## config.mk

```make
export PLATFORM = sky130hd
export DESIGN_NAME = seq_detector_param
export DESIGN_NICKNAME = d
export VERILOG_FILES = /design/src/rtl/seq_detector_param.sv
export SDC_FILE = /design/constraint.sdc
export NUM_CORES = 1
export LEC_CHECK = 0
export CAP_MARGIN = 20
export CORE_UTILIZATION = 40
export CTS_CLUSTER_DIAMETER = 150
export DETAILED_ROUTE_END_ITERATION = 10
export HOLD_SLACK_MARGIN = 0.08
export PLACE_DENSITY = 0.7
export SLEW_MARGIN = 20
export SYNTH_ARGS = -nofsm -noshare
export SYNTH_HDL_FRONTEND = slang
export SYNTH_SLANG_ARGS = --single-unit
```

## constraint.sdc

```tcl
create_clock -name clk -period 3 [get_ports clk]
set_input_delay 0.6 -clock clk [delete_from_list [all_inputs] [get_ports clk]]
set_output_delay 0.6 -clock clk [all_outputs]
set_load 0.005 [all_outputs]
```

## src/rtl/seq_detector_param.sv

```systemverilog
`default_nettype none
// +----------------------------------------------------------------------------+
// | Module      : seq_detector_param                                           |
// | Description : Serial W-bit symbol-sequence detector with overlap fallback, |
// |               input qualification, sticky mode and saturating match count. |
// | Revision    : 1.0 - initial release                                        |
// +----------------------------------------------------------------------------+
module seq_detector_param #(
  parameter int            W       = 2,
  parameter int            N       = 3,
  parameter logic [N*W-1:0] PATTERN = {2'd3, 2'd2, 2'd1},
  parameter int            STICKY  = 1,
  parameter int            CNT_W   = 8,
  localparam int           PW      = ($clog2(N + 1) < 1) ? 1 : $clog2(N + 1)
) (
  input  logic             clk,
  input  logic             rst_n,
  input  logic             in_valid,
  input  logic [W-1:0]     num,
  input  logic             clr,
  output logic             ans,
  output logic             match_pulse,
  output logic [CNT_W-1:0] match_cnt,
  output logic [PW-1:0]    progress
);

  // Bit [p*(N+1)+k] is set when a k-symbol prefix can follow state p given that
  // the new symbol equals pattern symbol k-1: the first k-1 pattern symbols must
  // equal the last k-1 symbols already matched in state p.
  function automatic logic [(N+1)*(N+1)-1:0] f_border_ok();
    logic [(N+1)*(N+1)-1:0] t;
    logic                   eq;
    t = '0;
    for (int p = 0; p <= N; p++) begin
      for (int k = 1; k <= N; k++) begin
        if (k - 1 <= p) begin
          eq = 1'b1;
          for (int j = 0; j < k - 1; j++) begin
            if (PATTERN[j*W +: W] != PATTERN[(p-k+1+j)*W +: W]) eq = 1'b0;
          end
          t[p*(N+1)+k] = eq;
        end
      end
    end
    return t;
  endfunction

  localparam logic [(N+1)*(N+1)-1:0] c_border_ok = f_border_ok();
  localparam logic [PW-1:0]          c_full      = PW'(N);

  logic [PW-1:0]    r_progress;
  logic             r_match_pulse;
  logic [CNT_W-1:0] r_match_cnt;
  logic [N:1]       w_sym_hit;
  logic [PW-1:0]    w_delta;
  logic             w_absorb;
  logic             w_complete;

  genvar gk;
  generate
    for (gk = 1; gk <= N; gk++) begin : g_sym_hit
      assign w_sym_hit[gk] = (num == PATTERN[(gk-1)*W +: W]);
    end
  endgenerate

  // Largest admissible prefix wins; out-of-range states select no row and fall to 0.
  always_comb begin
    w_delta = '0;
    for (int p = 0; p <= N; p++) begin
      if (r_progress == PW'(p)) begin
        for (int k = 1; k <= N; k++) begin
          if (c_border_ok[p*(N+1)+k] && w_sym_hit[k]) w_delta = PW'(k);
        end
      end
    end
  end

  assign w_absorb   = (STICKY != 0) && (r_progress == c_full);
  assign w_complete = in_valid && !clr && !w_absorb && (w_delta == c_full);

  always_ff @(posedge clk or negedge rst_n) begin
    if (!rst_n) begin
      r_progress    <= '0;
      r_match_pulse <= 1'b0;
      r_match_cnt   <= '0;
    end else if (clr) begin
      r_progress    <= '0;
      r_match_pulse <= 1'b0;
      r_match_cnt   <= '0;
    end else begin
      r_match_pulse <= w_complete;
      if (in_valid && !w_absorb) r_progress <= w_delta;
      if (w_complete && !(&r_match_cnt)) r_match_cnt <= r_match_cnt + 1'b1;
    end
  end

  assign ans         = (r_progress == c_full);
  assign match_pulse = r_match_pulse;
  assign match_cnt   = r_match_cnt;
  assign progress    = r_progress;

endmodule
`default_nettype wire

```

## Word-level counts from Yosys, hierarchy flattened

Index checks and enable logic that the tools add are counted.

- Input bits: 6
- Output and inout port bits: 12
- Register bits: 11

- $add $sub $neg: 1
- Reductions and logical operators: 12
- Equal/unequal tests: 7
- Muxes and demuxes: 15

Operators with widths:

| kind | number |
|---|---|
| 2-to-1 mux 2 bit | 11 |
| 2-to-1 mux 8 bit | 2 |
| equality test 2 bit, second input constant | 5 |
| adder 8 x 1 -> 8 bit, second input constant | 1 |
| AND reduction 8 bit | 1 |
| logical AND 1 bit | 5 |
| equality test 2 x 1 -> 1 bit, second input constant | 2 |
| nonzero test 2 bit | 2 |
| zero test 1 bit | 3 |
| zero test 2 bit | 1 |
| 2-to-1 mux 1 bit | 2 |

## Longest topological paths before layout

Gate-level depths: netlist of the first run.

- Depth after elaboration: 16
- Depth in mapped cells: 5
- Depth with buffers taken out: 5

## Worst setup path after synthesis of the first run

Ideal clock, no wire load.

- Path type: input -> register
- Start: input port clr
- End: register r_match_cnt[5], in the netlist match_cnt[5]
- Required time: 2.875 ns
- Buffers on the path: 0
- Slack: 1.403 ns
- Stages: 4
- Arrival time: 1.472 ns
- Cell sequence: nand4b_4 > nor3_2 > o2111ai_1 > mux2_4

- Longest elaborated chain between the ends: 6
- Elaborated cells between the ends (all ways): 7
- Those cells by class: 1 x mux; 6 x reduce/logical

RTL lines:

| what | line | RTL |
|---|---|---|
| start, declared | 20 | `input logic clr,` |
| zero test 1 bit | 79 | `assign w_complete = in_valid && !clr && !w_absorb && (w_delta == c_full);` |
| logical AND 1 bit (3 in a row) | 79 |  |
| logical AND 1 bit | 93 | `if (w_complete && !(&r_match_cnt)) r_match_cnt <= r_match_cnt + 1'b1;` |
| nonzero test 2 bit (no line) | - |  |
| end signal, assigned | 93 |  |
| end, declared | 53 | `logic [CNT_W-1:0] r_match_cnt;` |

Parallel ways exist; a longest one is shown, timed or not.
A chain may end at the register's enable or synchronous reset.

## Final worst setup path of the first run

- Start: register r_progress[1], in the netlist progress[1]
- End: output port ans

- Longest elaborated chain between the ends: 1

RTL lines:

| what | line | RTL |
|---|---|---|
| start, declared | 51 | `logic [PW-1:0] r_progress;` |
| start signal, assigned | 92 | `if (in_valid && !w_absorb) r_progress <= w_delta;` |
| equality test 2 bit | 97 | `assign ans = (r_progress == c_full);` |
| end, declared | 21 | `output logic ans,` |

Every way passes these cells.

==> metrics.md, run 1 <==
| Metric | Value |
|---|---|
| Status | `finished, final reports clean` |
| Mapped Cells | `62` |
| P_int | `211 uW` |
| CP Cell Sequence | `and2_2, clkdlybuf4s50_1` |
| Cts hold-fix bufs | `0` |
| DRT Pass-1 Iters | `3` |
| Via Count | `547` |
| FF+latch count, synth | `11` |
| Post-Route WL | `1290 um` |
| Switching share of power | `23.4%` |
| Setup-failing EPs final | `0` |
| Setup Fix Bufs, Post-CTS | `0` |
| Async SR Flop Fraction | `100%` |
| Area of the multi-input gates | `340 um2` |
| Starting Density | `42.7%` |
| Port Buffers | `17` |
| Post-synth EDFFs | `0` |
| Delay of the slowest critical-path stage | `0.49 ns` |
| First-pass GRT wire length | `2190 um` |
| Max Freq | `496 MHz` |
| Psw | `64.4 uW` |
| Crit-path max FO | `7` |
| Post-synthesis adder-cell area fraction | `1.97%` |
| Fillers | `139` |
| Total CTS buffers | `3` |
| Commonest cells after routing, fill and taps aside | `clkdlybuf4s50_1 (17), dfrtp_1 (11), nor2_1 (6)` |
| RSZ-0062 raised after global routing | `no` |
| Resize count post-CTS | `0` |
| Fin crit period | `2.02 ns` |
| Total grt overflow | `0` |
| XOR/XNOR Fraction of Synth Area | `1.38%` |
| # IOs | `18` |
| # rows | `14` |
| Bufs on Longest Clock Path | `2` |
| Pwr Density | `325 nW/um2` |
| Slew headroom | `66.6%` |
| Main area contributors after synthesis | `dfrtp_1 (43%), mux2i_1 (4.7%), nand4b_4 (3.7%)` |
| Post-synthesis mux area share | `8.86%` |
| DP Wirelength | `936 um` |
| Final Hold Fails | `0` |
| Worst setup EP type | `primary output` |
| Final GP Congestion | `0.768` |
| Largest family of logic cells by synthesized area | `simple AND/OR/NAND/NOR gates` |
| Placed Cells | `95` |
| Finished Layout Cells | `99` |
| Final ANT Viol Nets | `0` |
| CP required | `2.40 ns` |
| Initial antenna violation count | `0` |
| Final TNS setup | `0 ns` |
| Simple-gate share of the synthesized area | `28.0%` |
| Leak | `0.345 nW` |
| Syn. warnings | `0` |
| Root buf cell | `clkbuf_4` |
| Measured slew at the worst slew-check pin | `0.499 ns` |
| DRC Markers | `0` |
| Skew-Pair Late Insertion Delay | `0.27 ns` |
| Clock power share | `37.7%` |
| Reg area | `275 um2` |
| Min-delay worst type | `flip-flop to flip-flop` |
| Startpoint types | `flip-flop` |
| Post-synth top area share | `43.3%` |
| Kind of critical path | `flip-flop to primary output` |
| Period utilization | `67.2%` |
| Htree depth | `1` |
| Vias in the first global route | `522` |
| CP max-delay cell | `clkdlybuf4s50_1` |
| Clock Skews | `0.00462 ns` |
| Register area share after synthesis | `43.3%` |
| Area leader, netlist | `dfrtp_1` |
| Largest net degree at the start of global routing | `12` |
| Compound-gate portion of the synthesized area | `13.4%` |
| DIE AREA | `1750 um2` |
| Diode count | `0` |
| Peak supply drop | `0.226 mV` |
| Initial detailed-routing violation count | `9` |
| Commonest non-fill, non-tap cell in the layout | `clkdlybuf4s50_1` |
| Synth Cell Area | `636 um2` |
| Layout cells sized above 1 | `13.3%` |
| Synthesis-to-finish area growth | `33.3%` |
| Final slew viol count | `0` |
| Core area | `1490 um2` |
| TritonCTS clock tree | `done` |
| Routed vias/inst | `5.53` |
| Reg power frac | `54.4%` |
| Die Span Y | `41.9 um` |
| Nets@finish | `91` |
| Max-cap violations | `0` |
| Net Count, Synth | `69` |
| Cell variety after synth | `32` |
| Gr usage total | `17.0%` |
| Die Wd | `41.9 um` |
| Clock transition at the registers of the reported paths | `0.07 ns` |
| Syn Area/Cell | `10.3 um2` |
| WL/cell | `13.1 um` |
| Synth Flop Type | `dfrtp_1` |
| Clock sink total | `11` |
| Combinational cell fraction of total power | `7.9%` |
| Critical path data arrival time | `1.42 ns` |
stage by stage:
step | power [mW] | hold slack, ns | worst slack [ns] | utilization [%] | cell area [um2]
3_3_place_gp | 0.174 | 0.524 | 0.839 | 55.1 | 821
6_report | 0.275 | 0.551 | 0.984 | 56.9 | 847
3_5_place_dp | 0.175 | 0.531 | 0.807 | 55.1 | 821
5_1_grt | 0.289 | 0.565 | 0.911 | 56.9 | 847
4_1_cts | 0.278 | 0.550 | 0.976 | 56.9 | 847
2_1_floorplan | 0.160 | 0.304 | 1.40 | - | 636
per-layer routing:
metal	track usage, %	vias up	part of all wire (%)
met1	19.2	261	46
met4	9.68	0	2.5
met2	28.1	14	46
met3	5.22	4	5.3
li1	-	268	-
met5	0	-	0
final timing paths:
kind,depth (start not counted),slack [ns],start,end
setup / recovery,2,0.98,progress[1],ans
hold / removal,1,0.55,match_cnt[0],match_cnt[0]
setup reg to reg,4,1.48,match_cnt[3],match_cnt[1]
hold reg to reg,1,0.55,match_cnt[0],match_cnt[0]
max in group asynchronous,1,2.00,rst_n,progress[0]
min in group asynchronous,1,0.66,rst_n,match_cnt[6]
worst max-delay path, delay by kind of cell, from the launching register on:
family	cells	cell delay (ns)
buf+inv	1	0.49
flops	1	0.47
simple gates	1	0.18
flip-flops by register name, indices dropped and copies added (netlist names):
name / cells
progress: 2
match_pulse: 1
match_cnt: 8
cell type report:
type | instances | share of cell area (%)
Inverter | 2 | 0.886
Timing Repair Buffer | 18 | 21.0
Tap cell | 16 | 2.36
Clock buffer | 4 | 3.10
Sequential cell | 11 | 32.5
Multi-Input combinational cell | 48 | 40.2
Yosys cell counts (2+ instances only):
cell,count
a21oi_1,2
dfrtp_1,11
inv_1,2
mux2i_1,3
nand2_1,5
nand2b_1,2
nand3_1,3
nor2_1,6
nor2b_1,2
nor4_1,2
o21ai_0,3
cell families (layout without fill, tap and decap cells):
group,after synthesis,count (layout)
AOI/OAI and AO/OA,12,12
xor gates and xnor gates,1,1
adders and majority gates,1,1
buffers and inverters,3,24
DFF,11,11
muxes,5,5
and+or+nand+nor,29,29
power by group through the flow:
stage | clock, mW | sequential, mW | combinational, mW
detailed placement | 0 | 0.152 | 0.0222
global route | 0.116 | 0.150 | 0.0239
global placement | 0 | 0.152 | 0.0218
floorplan | 0 | 0.152 | 0.00755
finish | 0.104 | 0.149 | 0.0218
CTS | 0.107 | 0.149 | 0.0222
(Power assumes the default switching activity.)
==> inputs of run 2 (changes only) <==
- clock period: 3 -> 2 ns (I/O delays scaled with it)
==> run 2 against run 1 <==
Against the previous run: power is 48% higher; hold slack worse by 0.10 ns; worst setup slack lost 0.80 ns; via count increased by 3.3%; critical endpoint unchanged.
==> metrics.md, run 2 (synthesis results as in run 1) <==
| Metric | Value |
|---|---|
| Vias in the first global route | `551` |
| Nets@finish | `92` |
| Final slew viol count | `0` |
| # rows | `14` |
| Pwr Density | `477 nW/um2` |
| Clock Skews | `0.00452 ns` |
| First-pass GRT wire length | `2340 um` |
| Max Freq | `552 MHz` |
| Max-cap violations | `0` |
| Clock sink total | `11` |
| Reg power frac | `54.9%` |
| Root buf cell | `clkbuf_4` |
| Switching share of power | `23.4%` |
| Psw | `95.4 uW` |
| TritonCTS clock tree | `done` |
| Kind of critical path | `flip-flop to primary output` |
| Critical path data arrival time | `1.41 ns` |
| Diode count | `0` |
| # IOs | `18` |
| Commonest cells after routing, fill and taps aside | `clkdlybuf4s50_1 (17), dfrtp_1 (11), nor2_1 (6)` |
| Slew headroom | `70.1%` |
| Worst setup EP type | `primary output` |
| Setup Fix Bufs, Post-CTS | `0` |
| Post-layout util | `57.5%` |
| Resize count post-CTS | `0` |
| Htree depth | `1` |
| P_int | `313 uW` |
| Final ANT Viol Nets | `0` |
| Period utilization | `90.6%` |
| Status | `finished, final reports clean` |
| Commonest non-fill, non-tap cell in the layout | `clkdlybuf4s50_1` |
| DRC Markers | `0` |
| Final Hold Fails | `0` |
| Layout cells sized above 1 | `15.5%` |
| Startpoint types | `flip-flop` |
| Starting Density | `42.7%` |
| Final GP Congestion | `0.750` |
| Fin crit period | `1.81 ns` |
| Finished Layout Cells | `100` |
| RSZ-0062 raised after global routing | `no` |
| Clock power share | `37.1%` |
| Setup-failing EPs final | `0` |
| Gr usage total | `17.7%` |
| DIE AREA | `1750 um2` |
| Final TNS setup | `0 ns` |
| Cts hold-fix bufs | `0` |
| Max reg flops | `8` |
| Bufs on Longest Clock Path | `2` |
| Post-Route WL | `1260 um` |
| Routed vias/inst | `5.65` |
| Largest net degree at the start of global routing | `12` |
| Min-delay worst type | `primary input to async pin` |
| WL/cell | `12.6 um` |
| Initial detailed-routing violation count | `13` |
| Port Buffers | `17` |
| Synthesis-to-finish area growth | `34.6%` |
| Total grt overflow | `0` |
| Skew-Pair Late Insertion Delay | `0.27 ns` |
| Combinational cell fraction of total power | `7.9%` |
| Total CTS buffers | `3` |
| Die Span Y | `41.9 um` |
| Peak supply drop | `0.318 mV` |
| Leak | `0.354 nW` |
| DP Wirelength | `939 um` |
| DRT Pass-1 Iters | `4` |
| Initial antenna violation count | `0` |
| Clock transition at the registers of the reported paths | `0.07 ns` |
| Crit-path max FO | `7` |
| Measured slew at the worst slew-check pin | `0.437 ns` |
| CP required | `1.60 ns` |
| Placed Cells | `96` |
| Via Count | `565` |
| Core area | `1490 um2` |
| Worst Reg2Reg Path Length in Cells | `4` |
| Hold_ws | `0.447 ns` |
| Die Wd | `41.9 um` |
run 2: area by class of cell:
type | count | area, um2
Fill cell | 131 | 633
Multi-Input combinational cell | 48 | 340
Sequential cell | 11 | 275
Timing Repair Buffer | 19 | 185
Clock buffer | 3 | 22.5
Tap cell | 16 | 20.0
Inverter | 2 | 7.51
Clock inverter | 1 | 5.00
run 2: worst max-delay path, cell delays in order (launching register included):
cell             delay (ns)
dfrtp_1                0.47
and2_2                 0.18
clkdlybuf4s50_1        0.49
run 2: final timing paths:
kind,from,endpoint,slack (ns)
setup reg to reg,match_cnt[3],match_cnt[1],0.48
hold reg to reg,match_cnt[0],match_cnt[0],0.54
hold / removal,rst_n,match_cnt[2],0.45
max in group asynchronous,rst_n,progress[1],1.23
setup / recovery,progress[1],ans,0.19
min in group clk,match_cnt[0],match_cnt[0],0.54
run 2: stage by stage:
step | setup WS [ns] | instance area [um2] | total power [mW]
2_1_floorplan | 0.548 | 636 | 0.240
3_3_place_gp | 0.0763 | 828 | 0.261
3_5_place_dp | 0.0384 | 828 | 0.262
4_1_cts | 0.170 | 856 | 0.413
5_1_grt | 0.111 | 856 | 0.435
6_report | 0.188 | 856 | 0.408
run 2: per-layer routing:
metal  up-vias  share of wire (%)  GRT usage, %
met2        15                 48          28.4
met4         0                1.8          9.03
met3         5                4.8          4.35
met1       274                 46          21.9
met5         -                  0             0
li1        271                  -             -
run 2: power groups by stage:
stage          clock network (mW)  registers, mW  logic, mW
2_1_floorplan                   0          0.229     0.0113
3_3_place_gp                    0          0.229     0.0327
3_5_place_dp                    0          0.229     0.0331
4_1_cts                     0.156          0.224     0.0331
5_1_grt                     0.174          0.225     0.0363
6_report                    0.152          0.224     0.0323
